==> src/rtl/score_digit_splitter.sv <==
// score_digit_splitter
// Converts an unsigned binary score (0..MAX_VAL) into a tens value and a
// units value by repeated subtraction of ten. This block feeds the two-digit
// 7-segment converter.
//
// While no result exists, and while a conversion is running, the outputs
// carry the pending code PEND_TENS/PEND_UNITS. The converter displays that
// code as "--".
//
// Optional feature, selected by the macro SCORE_CLAMP_EN:
//   defined   - a score above MAX_VAL is clamped to MAX_VAL at capture.
//   undefined - a score above MAX_VAL is rejected. The block stays idle and
//               its outputs return to the pending code.
module score_digit_splitter #(
    parameter int SCORE_W    = 7,
    parameter int MAX_VAL    = 100,
    parameter int PEND_TENS  = 25,
    parameter int PEND_UNITS = 5
) (
    input  logic               clk,
    input  logic               rst,
    input  logic               score_valid,
    input  logic [SCORE_W-1:0] score,
    input  logic               clear,
    output logic               busy,
    output logic               done,
    output logic [4:0]         Tens,
    output logic [3:0]         Units
);

    localparam logic [1:0] S_IDLE = 2'd0;
    localparam logic [1:0] S_DIV  = 2'd1;
    localparam logic [1:0] S_OUT  = 2'd2;

    localparam logic [SCORE_W-1:0] MAX_V   = SCORE_W'(MAX_VAL);
    localparam logic [SCORE_W-1:0] TEN_V   = SCORE_W'(10);
    localparam logic [4:0]         P_TENS  = 5'(PEND_TENS);
    localparam logic [3:0]         P_UNITS = 4'(PEND_UNITS);
    localparam logic [4:0]         TCNT_MAX = 5'd31;

    logic [1:0]         r_state;
    logic [SCORE_W-1:0] r_rem;
    logic [4:0]         r_tcnt;
    logic               r_busy;
    logic               r_done;
    logic [4:0]         r_tens;
    logic [3:0]         r_units;

    logic               w_over;
    logic               w_accept;
    logic [SCORE_W-1:0] w_load;

    // Decide how an out-of-range score is treated at capture time.
    always_comb begin
        w_over = (score > MAX_V);
`ifdef SCORE_CLAMP_EN
        w_accept = 1'b1;
        w_load   = w_over ? MAX_V : score;
`else
        w_accept = !w_over;
        w_load   = score;
`endif
    end

    // Run the capture / subtract-by-ten / publish sequence.
    // Clear takes priority over every other action.
    always_ff @(posedge clk or posedge rst) begin
        if (rst) begin
            r_state <= S_IDLE;
            r_rem   <= '0;
            r_tcnt  <= '0;
            r_busy  <= 1'b0;
            r_done  <= 1'b0;
            r_tens  <= P_TENS;
            r_units <= P_UNITS;
        end else if (clear) begin
            r_state <= S_IDLE;
            r_busy  <= 1'b0;
            r_done  <= 1'b0;
            r_tens  <= P_TENS;
            r_units <= P_UNITS;
        end else begin
            r_done <= 1'b0;
            case (r_state)
                S_IDLE: begin
                    if (score_valid) begin
                        // Accepted or rejected, the display goes back to "--".
                        r_tens  <= P_TENS;
                        r_units <= P_UNITS;
                        if (w_accept) begin
                            r_rem   <= w_load;
                            r_tcnt  <= '0;
                            r_busy  <= 1'b1;
                            r_state <= S_DIV;
                        end
                    end
                end
                S_DIV: begin
                    if (r_rem >= TEN_V) begin
                        r_rem  <= r_rem - TEN_V;
                        r_tcnt <= (r_tcnt == TCNT_MAX) ? TCNT_MAX : r_tcnt + 5'd1;
                    end else begin
                        r_state <= S_OUT;
                    end
                end
                S_OUT: begin
                    // The remainder is below ten here, so the low nibble is the
                    // complete units digit.
                    r_tens  <= r_tcnt;
                    r_units <= r_rem[3:0];
                    r_done  <= 1'b1;
                    r_busy  <= 1'b0;
                    r_state <= S_IDLE;
                end
                default: begin
                    r_state <= S_IDLE;
                    r_busy  <= 1'b0;
                end
            endcase
        end
    end

    assign busy  = r_busy;
    assign done  = r_done;
    assign Tens  = r_tens;
    assign Units = r_units;

endmodule
==> config.mk <==
export PLATFORM = sky130hd
export DESIGN_NAME = score_digit_splitter
export DESIGN_NICKNAME = d
export VERILOG_FILES = /design/src/rtl/score_digit_splitter.sv
export SDC_FILE = /design/constraint.sdc
export NUM_CORES = 1
export LEC_CHECK = 0
export CORE_MARGIN = 8
export CORE_UTILIZATION = 40
export DETAILED_ROUTE_END_ITERATION = 8
export PLACE_DENSITY = 0.72
export RECOVER_POWER = 50
export SYNTH_ARGS = -nofsm -noshare
export SYNTH_HDL_FRONTEND = slang
export SYNTH_SLANG_ARGS = --single-unit
==> constraint.sdc <==
create_clock -name clk -period 2.2 [get_ports clk]
set_input_delay 0.44 -clock clk [delete_from_list [all_inputs] [get_ports clk]]
set_output_delay 0.44 -clock clk [all_outputs]
set_load 0.03 [all_outputs]
; Word level (Yosys, flattened, before mapping)
; Cells that the tools add are included.
[word_totals]
register_bits = 25
out_inout_bits = 11
[classes]
bitwise_logic = 1
order_cmp = 2
muxes = 26
reduce_logical = 7
eq_ne = 10
n_addsub = 2
[op_table]
columns = operator, n
row1 = 5-bit 2-to-1 mux, 6
row2 = 7-bit 2-to-1 mux, 3
row3 = 5-bit one-hot mux with 2 select lines, 2
row4 = 7-bit one-hot mux with 2 select lines, 1
row5 = "3-bit inequality test, second input constant", 3
row6 = 2-bit 2-to-1 mux, 4
row7 = 4-bit 2-to-1 mux, 2
row8 = "2-bit inequality test, second input constant", 4
row9 = 4-bit one-hot mux with 2 select lines, 1
row10 = "7-bit by 4-bit greater-or-equal comparator with 1-bit output, second input constant", 1
row11 = "7-bit > comparator, second input constant", 1
row12 = "7-bit by 4-bit subtractor with 7-bit output, second input constant", 1
row13 = 3-bit AND reduction, 2
row14 = "5-bit by 1-bit adder with 5-bit output, second input constant", 1
row15 = "5-bit == test, second input constant", 1
row16 = 1-bit 2-to-1 mux, 5
row17 = 5-bit AND reduction, 1
row18 = 2-bit one-hot mux with 2 select lines, 1
row19 = 3-bit nonzero test, 1
row20 = "2-bit by 1-bit == test with 1-bit output, second input constant", 1
row21 = "2-bit == test, second input constant", 1
row22 = 2-bit zero test, 1
row23 = 1-bit one-hot mux with 2 select lines, 1
row24 = 2-bit AND reduction, 1
row25 = 2 further kinds, 2

; Depth between registers and ports, before layout
[depth]
depth_word = 5
depth_mapped = 8
depth_no_buf = 6

; Worst setup path after synthesis
; No wires, ideal clock.
[synth_path]
kind = reg2reg
startpoint = reg r_rem[4]
endpoint = reg r_tcnt[0]
path_buffers = 2
stages_incl_launch_ff = 7
path_slack_ns = 0.186
arrival_ns = 1.888
required_ns = 2.075
path_cell_list = dfrtp_1 > or3_1 > a2111o_1 > buf_6 > and3_4 > buf_6 > mux2_4
[synth_via]
elab_chain_len = 3
[synth_lines]
columns = item, line_no
row1 = start: declaration, 42  ; logic [SCORE_W-1:0] r_rem;
row2 = start signal: assignment, 91  ; r_rem <= w_load;
row3 = start signal: assignment, 100  ; r_rem <= r_rem - TEN_V;
row4 = 7-bit by 4-bit greater-or-equal comparator with 1-bit output, 99  ; if (r_rem >= TEN_V) begin
row5 = 2-bit inequality test (no source line), -
row6 = 5-bit AND reduction (no source line), -
row7 = end signal: assignment, 101  ; r_tcnt <= (r_tcnt == TCNT_MAX) ? TCNT_MAX : r_tcnt + 5'd1;
row8 = end: declaration, 43  ; logic [4:0] r_tcnt;
; No other way between the ends.
; A chain may end at the register's enable or synchronous reset.

; Worst setup path in the final report
[layout_path]
startpoint = reg r_tens[3] (netlist: Tens[3])
endpoint = out Tens[3]
[layout_rtl]
columns = item, line_no
row1 = start: declaration, 46  ; logic [4:0] r_tens;
row2 = start signal: assignment, 109  ; r_tens <= r_tcnt;
row3 = end: declaration, 27  ; output logic [4:0] Tens,
; No word-level cell between the ends.

==> results.txt <==
- Vias per std cell: 5.57
- The total area inside the core boundary comes to about 3000 um^2.
* Fmax: 501 MHz
- The number of gates resized after CTS was 0.
* Synth-to-layout area growth: 23.5%
* Standard cell with the maximum stage delay on the critical path: sky130_fd_sc_hd__clkdlybuf4s50_1
* Sequential-to-total area share from yosys stat: 50.0%
- Cell-by-cell trace of the critical path: clkdlybuf4s50_1
- Number of pins with negative max-slew slack in the final report: 0
- Placement-stage cell area: 1540 um^2
- The clock net in this run drives a total of 25 sinks.
- The tightest hold path in the finished design has a slack of 499 ps.
* Layout net count: 164
- Minimum setup slack after placement: 186 ps
- Setup violations remaining at the end of the flow were counted as 0.
* Initial antenna violation count: 0
- Largest delay contributor family on the critical path: buffers and inverters
- Via total after detailed routing: 1081
* Async set-reset flop share out of synthesis: 100%
- Transition at the pin with the smallest max-transition slack: 1340 ps
* Predominant post-synthesis flop cell: sky130_fd_sc_hd__dfrtp_1
- Synthesis handed over a netlist of 124 instances.
- For the worst setup path, the data required time is 1760 ps.
- TritonCTS built the clock tree.
* GRT Util Overall: 13.4%
- RSZ-0062 raised after global routing: false
* Share of post-route cells with drive strength above 1: 12.7%
- At the worst endpoint, the arrival time is 1560 ps.
- Before antenna repair, the detailed router went through 4 iterations.
- Clock latency on the worst-skew pair: ~330 ps
- Post-CTS setup buffer count: 0
- Biggest fanout along the worst timing path: 2
- Between clock sinks in the finished design, the worst skew comes to 5.25 ps.
- Share of the clock period used by the worst path after layout: 90.8%
- Vertical extent of the die: roughly 72 um
* Bufs and invs on worst path: 1
- Wire segments on met2 add up to 1390 um in the final route.
- Critical path type: reg2out
- Element type at the critical path end: output port
- Pwr Density: ~720 nW/um^2
* Share of total power consumed by net switching: roughly a third
- Seq. cell area: 632 um^2
* Routed wire per std cell: 16.8 um
- Average cell area after synthesis: 10.2 um^2
* Buffer levels on the longest clock path: 2
- In the final layout, the multi-input gates occupy 559 um^2.
- The via count of the first global-routing pass is 1154.
- The tool flagged a number of max-cap violations equal to 0.
- Headroom to the max-slew limit came out at between 10% and 20%.
- Fill cells in the final layout number between 200 and 300.
- After clock tree synthesis, the flow added hold-fix buffers numbering 0.
* Final routed DRC violation total: 0
* Hold WC Path Type: reg2reg
* Final Routed Wirelength: between 3000 and 4000 um
* Detailed placer's ending HPWL: 2330 um
* Fin area: 1560 um^2
* Die Width: between 70 and 80 um
* Nets in the synthesized netlist: 137
- The first global-routing pass estimated around 5600 um of wire.
- Number of hold-slack violations in the final timing report: 0
* Shortest clock period the worst path allows after layout: 2000 ps
* FP Rows: 20
- VDD sags by at most 0.000460 V.
- Combinational cell fraction of total power: 27.8%
- Pin count of the biggest net entering global routing: 26
- # port buffers: 21
- Final core occ: 51.5%
* Total CTS buffers: 3
- For this block, wires on met1 add up to 1530 um.
* Clk pwr share: 19.1%
- H-tree Lvls: 1
* Pleak: 0.647 nW
- Highest Signal Layer: met4
* Synth warn: 0
- Clk Tree Root Cell: sky130_fd_sc_hd__clkbuf_4
* Iter 0 DRT Violations: roughly 140
* Worst-case setup margin in the final layout: 203 ps
- EDFF count, synth: 0
- Synthesis instantiated 41 different standard cells from the library.
- Counting flops and latches in the post-synthesis netlist gives 25.
* P_int: 0.727 mW
- Sequential cell fraction of total power: 53.2%
- Antenna diodes: 0
- Summed over all failing endpoints, the final setup total negative slack is 0 ps.
* Number of I/O pins: 22
* Critical Path Start Type: flip-flop
- Once the floorplan was initialized, standard cells occupied 41.7% of the core.
- After clock tree synthesis, the clock-pin slew on the worst setup and hold paths is 140 ps.
- For this design the total switching power over the nets is 0.391 mW.
* Leftover overflow at the end of global routing: 0
- The run finished with clean final reports.
- At the end of routability-driven placement, the weighted congestion stood at 0.867.
* Crit path largest cell delay: 670 ps
- Summed instance area of the synthesized netlist: 1260 um^2
* Die area: 5210 um^2
- Remaining antenna violation count: 0
* Met3 wire len: 293 um
-- cell type report --
type	count	area share, %
inverter	10	2.41
multi-input combinational	84	35.9
clock inverter	1	0.321
clock buffer	3	1.44
sequential	25	40.5
tap	44	3.53
timing repair buffer	27	15.9
-- layout by cell type (no fill, tap or decap), drive strengths merged, types with 2 or more instances in the layout --
| cell type | count |
|---|---|
| a41oi | 3 |
| dlygate4sd3 | 2 |
| nor2b | 2 |
| inv | 10 |
| clkbuf | 5 |
| a31o | 2 |
| nand2 | 8 |
| a21oi | 9 |
| nand3 | 4 |
| or2 | 2 |
| nor2 | 11 |
| clkdlybuf4s50 | 19 |
| a2bb2oi | 5 |
| nand4 | 2 |
| and3 | 2 |
| a22o | 4 |
| o32ai | 2 |
| dfstp | 5 |
| dfrtp | 20 |
| mux2i | 2 |
| ha | 2 |
| o21ai | 6 |
| mux2 | 2 |
| buf | 4 |
-- logic make-up after synthesis --
kind of cell	after synthesis	synth area share, %
buf+inv	15	5.65
fa+ha+maj	2	1.98
compound gates	41	23.6
simple gates	37	14.8
mux	4	3.96
flops	25	50.0
-- worst paths after layout --
kind,startpoint,end,slack (ps),depth (start not counted)
hold / removal,busy,busy,500,1
hold reg to reg,busy,busy,500,1
setup reg to reg,r_rem[4],r_tcnt[1],260,4
min in group asynchronous,rst,r_tcnt[3],980,3
setup / recovery,Tens[3],Tens[3],200,1
max in group asynchronous,rst,r_state[1],440,3
-- synthesized netlist by cell type, drive strengths merged (3+ instances only) --
cell type	instances	area share, %
dfrtp	20	40
nor2	11	3.3
inv	10	3.0
a21oi	9	3.6
nand2	8	2.4
o21ai	6	2.4
a2bb2oi	5	3.5
dfstp	5	10
a22o	4	2.8
nand3	4	1.6
a41oi	3	2.1
buf	3	2.1
-- routing by layer --
layer | vias up | GRT usage (%)
met3 | 4 | 4.96
met5 | - | 0
li1 | 507 | -
met1 | 523 | 18.0
met2 | 47 | 18.3
met4 | 0 | 6.12
-- state kept, by name, summed over array words and instances, names as in the netlist --
signal and flops:
Units 4, r_rem 7, Tens 5, r_state 2
busy 1, done 1, r_tcnt 5
-- metrics by stage --
step           power (mW)  instances
3_3_place_gp        0.895        190
6_report             1.12        194
3_5_place_dp        0.909        190
2_1_floorplan       0.790        124
5_1_grt              1.18        194
4_1_cts              1.12        194
-- power by group through the flow --
stage	combinational [mW]	clock (mW)	sequential, mW
after global placement	0.299	0	0.596
final	0.311	0.213	0.595
after global routing	0.346	0.236	0.602
after floorplan	0.210	0	0.580
after CTS	0.309	0.220	0.592
after detailed placement	0.307	0	0.601
No activity file was read; power rests on OpenSTA's default activity.
